**config.mk**
```make
export PLATFORM = sky130hd
export DESIGN_NAME = seg_led_dynamic_count
export DESIGN_NICKNAME = d
export VERILOG_FILES = /design/src/rtl/seg_led_dynamic_count.sv
export SDC_FILE = /design/constraint.sdc
export NUM_CORES = 1
export LEC_CHECK = 0
export ABC_AREA = 1
export CAP_MARGIN = 20
export CORE_MARGIN = 4
export CORE_UTILIZATION = 65
export CTS_CLUSTER_SIZE = 20
export DETAILED_ROUTE_END_ITERATION = 10
export DONT_BUFFER_PORTS = 1
export PLACE_DENSITY = 0.81
export SYNTH_ARGS = -nofsm -noshare
export SYNTH_HDL_FRONTEND = slang
export SYNTH_SLANG_ARGS = --single-unit
```
**constraint.sdc**
```tcl
create_clock -name sys_clk -period 6.35 [get_ports sys_clk]
set_input_delay 1.905 -clock sys_clk [delete_from_list [all_inputs] [get_ports sys_clk]]
set_output_delay 1.905 -clock sys_clk [all_outputs]
set_load 0.005 [all_outputs]
```
**src/rtl/seg_led_dynamic_count.sv**
```systemverilog
// Six-digit BCD event counter with time-multiplexed, active-low 7-segment drive
// and optional leading-zero blanking.
module seg_led_dynamic_count #(
    parameter logic [15:0] SCAN_DIV = 16'd50_000,
    parameter logic        BLANK_LZ = 1'b1
) (
    input  logic        sys_clk,
    input  logic        sys_rst,
    input  logic        add_flag,
    input  logic        en,
    input  logic        clr,
    output logic [5:0]  sel,
    output logic [7:0]  sel_led,
    output logic [23:0] count_bcd,
    output logic        wrap
);

    logic [23:0] count_reg;
    logic [23:0] count_next;
    logic        wrap_reg;
    logic        wrap_next;
    logic [15:0] div_reg;
    logic [15:0] div_next;
    logic [2:0]  idx_reg;
    logic [2:0]  idx_next;
    logic [5:0]  sel_reg;
    logic [5:0]  sel_next;
    logic [7:0]  sel_led_reg;
    logic [7:0]  sel_led_next;
    logic [5:0]  lower_nines;
    logic [5:0]  upper_zero;
    logic [3:0]  cur_digit;
    logic        cur_blank;
    logic        inc;

    assign inc = add_flag & en;

    function automatic logic [7:0] seg7(input logic [3:0] d);
        logic [7:0] code;
        case (d)
            4'd0:    code = 8'hC0;
            4'd1:    code = 8'hF9;
            4'd2:    code = 8'hA4;
            4'd3:    code = 8'hB0;
            4'd4:    code = 8'h99;
            4'd5:    code = 8'h92;
            4'd6:    code = 8'h82;
            4'd7:    code = 8'hF8;
            4'd8:    code = 8'h80;
            4'd9:    code = 8'h90;
            default: code = 8'hFF;
        endcase
        return code;
    endfunction

    // A digit steps when every digit below it is 9; flat compares avoid a ripple net.
    genvar gi;
    generate
        for (gi = 0; gi < 6; gi++) begin : g_digit
            if (gi == 0) begin : g_lsd
                assign lower_nines[gi] = 1'b1;
            end else begin : g_upper
                assign lower_nines[gi] = (count_reg[4*gi-1:0] == {gi{4'h9}});
            end
            assign upper_zero[gi] = (count_reg[23:4*gi] == '0);
            assign count_next[4*gi +: 4] =
                !(inc && lower_nines[gi])       ? count_reg[4*gi +: 4] :
                (count_reg[4*gi +: 4] == 4'd9)  ? 4'd0 :
                                                  count_reg[4*gi +: 4] + 4'd1;
        end
    endgenerate

    assign wrap_next = inc & ~clr & (count_reg == 24'h999999);

    always_comb begin
        div_next = (div_reg == SCAN_DIV - 16'd1) ? 16'd0 : div_reg + 16'd1;
        idx_next = idx_reg;
        if (div_reg == SCAN_DIV - 16'd1) begin
            idx_next = (idx_reg == 3'd5) ? 3'd0 : idx_reg + 3'd1;
        end
    end

    always_comb begin
        cur_digit = 4'd0;
        cur_blank = 1'b0;
        for (int i = 0; i < 6; i++) begin
            if (idx_reg == 3'(i)) begin
                cur_digit = count_reg[4*i +: 4];
                cur_blank = (i != 0) && upper_zero[i];
            end
        end
        sel_next     = ~(6'b000001 << idx_reg);
        sel_led_next = (BLANK_LZ && cur_blank) ? 8'hFF : seg7(cur_digit);
    end

    always_ff @(posedge sys_clk) begin
        if (sys_rst) begin
            count_reg   <= '0;
            wrap_reg    <= 1'b0;
            div_reg     <= '0;
            idx_reg     <= '0;
            sel_reg     <= 6'b111110;
            sel_led_reg <= 8'hC0;
        end else begin
            count_reg   <= clr ? 24'h000000 : count_next;
            wrap_reg    <= wrap_next;
            div_reg     <= div_next;
            idx_reg     <= idx_next;
            sel_reg     <= sel_next;
            sel_led_reg <= sel_led_next;
        end
    end

    assign sel       = sel_reg;
    assign sel_led   = sel_led_reg;
    assign count_bcd = count_reg;
    assign wrap      = wrap_reg;

endmodule

```
==> flow_metrics.tcl <==
set metrics [dict create \
    status "finished, final reports clean" \
    post_cts_resized 0 \
    drive_gt1_share_pct 10.8 \
    dpl_cell_area_um2 3050 \
    insertion_delay_ps 340 \
    syn_inst 429 \
    holdCritStartpoint "div_reg[0]" \
    hold_class "flip-flop to flip-flop" \
    synth_top_flop_cell "dfxtp_1" \
    largest_register_ffs 24 \
    setup_viol 0 \
    crit_required_ps 6550 \
    wl_um 6430 \
    io_pins 44 \
    worstSetupPathType "primary input to flip-flop" \
    seq_area_frac_synth_pct 37.8 \
    hold_depth 1 \
    cap_viol_max_count 0 \
    ir_drop_v 0.000166 \
    holdBufCountCts 0 \
    fin_area_um2 3250 \
    pre_cts_ws_ps 3180 \
    antenna_found_initial 0 \
    grt_pass1_vias 2517 \
    drc_errors 0 \
    grt_pass1_wl_um 11100 \
    diodes 0 \
    fp.dieW_um 76.1 \
    async_reset_ff_share_pct 0 \
    port_buffers 0 \
    cp-end-kind "flip-flop" \
    synth_nets 441 \
    start_util_pct 68.4 \
    p_comb_share_pct 2.3 \
    arrival_ps 3060 \
    yosys_warnings 0 \
    sequentialPowerShare_pct 50.8 \
    worstReg2RegEnd "sel_led[3]" \
    root_buffer "clkbuf_8" \
    cts_buffers 9 \
    coreArea_um2 4410 \
    timing.final.crit_share_pct 45.0 \
    swShare_pct 20.8 \
    n_fill_cell 366 \
    dr.pass1.iters 4 \
    ys_seq_elements 57 \
    gp_congestion 0.919 \
    synth_edf_count 0 \
    fin_crit_ps 2860 \
    rsz0062_at_grt "no" \
    cts_setup_buffers 0 \
    p_int_mw 0.564 \
    finalHoldViolations 0 \
    fp-row-count 24 \
    grt_max_degree 15 \
    path_max_fanout 8 \
    area_growth_pct 7.63 \
    fin_worst_skew_ps 4.45 \
    synth_area_um2 3020 \
    dp_hpwl_um 4810 \
    start_kind "primary input" \
    rrSetupSlack_ps 3850 \
    ant_nets 0 \
    power.leakage_nw 1.38 \
    r2r.worst_path.cells 14 \
    finalPower_mw 0.712 \
    clk_pin_slew_worst_paths_ps 60 \
    finalNetCount 445 \
    fin_ws_ps 3490 \
    ff_latch_area_um2 1140 \
    synth_cell_type_count 40 \
    die_area_um2 5800 \
    fmax_mhz 350 \
    track_usage_pct 23.3 \
    cts_max_path_buffers 2 \
    die_h_um 76.1 \
    cts_tree "built" \
    drtIter0Drc 201 \
    worstHoldEndpoint "div_reg[0]" \
    multi_input_area_um2 1600 \
    avgRoutedWirePerCell_um 13.1 \
    via_per_inst 5.63 \
    tns_ps 0 \
    cts_sinks 57 \
    htreeDepth 3 \
    overflow 0 \
    r2r-start "idx_reg[2]" \
    clkPwrFrac_pct 46.8 \
    powerDensity_nw_per_um2 219 \
    avgSynthCellArea_um2 7.03 \
    p_sw_mw 0.148 \
    vias 2752 \
    slew_viol_final 0 \
]
[cell type report]
class                   count  share of cell area (%)
inverters                  65                    7.51
repair buffers              1                   0.231
flip-flops and latches     57                    35.1
well taps                  52                    2.00
clock buffers              12                    4.78
multi-input cells         299                    49.1
clock inverters             3                    1.23
[cells by family after synthesis]
logic type      Yosys count  synth area share [%]
simple gates            222                  36.1
buf+inv                  73                  9.33
compound gates           63                  12.0
flops                    57                  37.8
fa+ha+maj                 7                  2.90
xor+xnor                  6                  1.74
other cells               1                 0.124
[layer usage]
layer	global-route usage [%]	share of wire [%]	vias up	routed length [um]
met5	0	0	-	0
met4	12.2	3.5	0	223
met3	9.46	6.1	27	392
met2	34.8	45	85	2920
met1	28.5	45	1232	2890
li1	-	-	1408	-
[layout by cell type, fill, tap and decap left out, types with 5 or more instances in the layout]
master and count:
nand2_1 78, inv_1 59, dfxtp_1 57, nor2_1 49
nand3_1 38, a21oi_1 36, o21ai_0 14, nor3_1 13
nand4_1 11, clkbuf_8 11, ha_1 7, inv_2 6
nor4_1 6, nand2_2 5, xor2_1 5
[critical path, stage by stage]
cell,delay (ps)
nand2_1,110
nor2_4,190
nand2_2,110
nor2_4,150
nand3_4,130
nor4_1,370
nor3_1,90
[per-stage QoR]
| step | util (%) | cells | hold WS [ps] |
|---|---|---|---|
| 5_1_grt | 73.6 | 489 | 499 |
| 4_1_cts | 73.6 | 489 | 469 |
| 3_5_place_dp | 69.2 | 474 | 461 |
| 3_3_place_gp | 69.2 | 474 | 433 |
| 6_report | 73.6 | 489 | 467 |
| 2_1_floorplan | - | 429 | 418 |
[power groups by stage]
| stage | Clock [mW] | Combinational (mW) | Sequential (mW) |
|---|---|---|---|
| after floorplan | 0 | 0.0139 | 0.369 |
| after global placement | 0 | 0.0164 | 0.370 |
| after detailed placement | 0 | 0.0168 | 0.370 |
| after CTS | 0.338 | 0.0169 | 0.362 |
| after global routing | 0.361 | 0.0197 | 0.362 |
| final | 0.334 | 0.0167 | 0.362 |
[Yosys cell counts, types with 2 or more instances]
master    instances  share of area (%)
a21oi_1          36                6.0
a21oi_2           2               0.58
buf_2             3               0.50
clkbuf_1          4               0.50
dfxtp_1          57                 38
ha_1              7                2.9
inv_1            59                7.3
inv_2             6               0.75
nand2_1          78                9.7
nand2_2           5                1.0
nand3_1          38                6.3
nand3_2           3                1.0
nand3b_1          4                1.0
nand4_1          11                2.3
nor2_1           49                6.1
nor2_2            4               0.83
nor2_4            3                1.1
nor3_1           13                2.2
nor4_1            6                1.2
o211ai_1          2               0.50
o21a_1            3               0.75
o21ai_0          14                2.3
xor2_1            5                1.5
[worst max path at each step]
stage	start	end	slack [ps]	depth (start not counted)
2_1_floorplan	add_flag	count_bcd[22]	3370	9
3_3_place_gp	add_flag	count_bcd[22]	3270	9
3_5_place_dp	add_flag	count_bcd[22]	3180	9
4_1_cts	add_flag	count_bcd[22]	3540	9
5_1_grt	add_flag	count_bcd[22]	3370	9
6_report	add_flag	count_bcd[18]	3490	7
No activity file was read; power rests on OpenSTA's default activity.
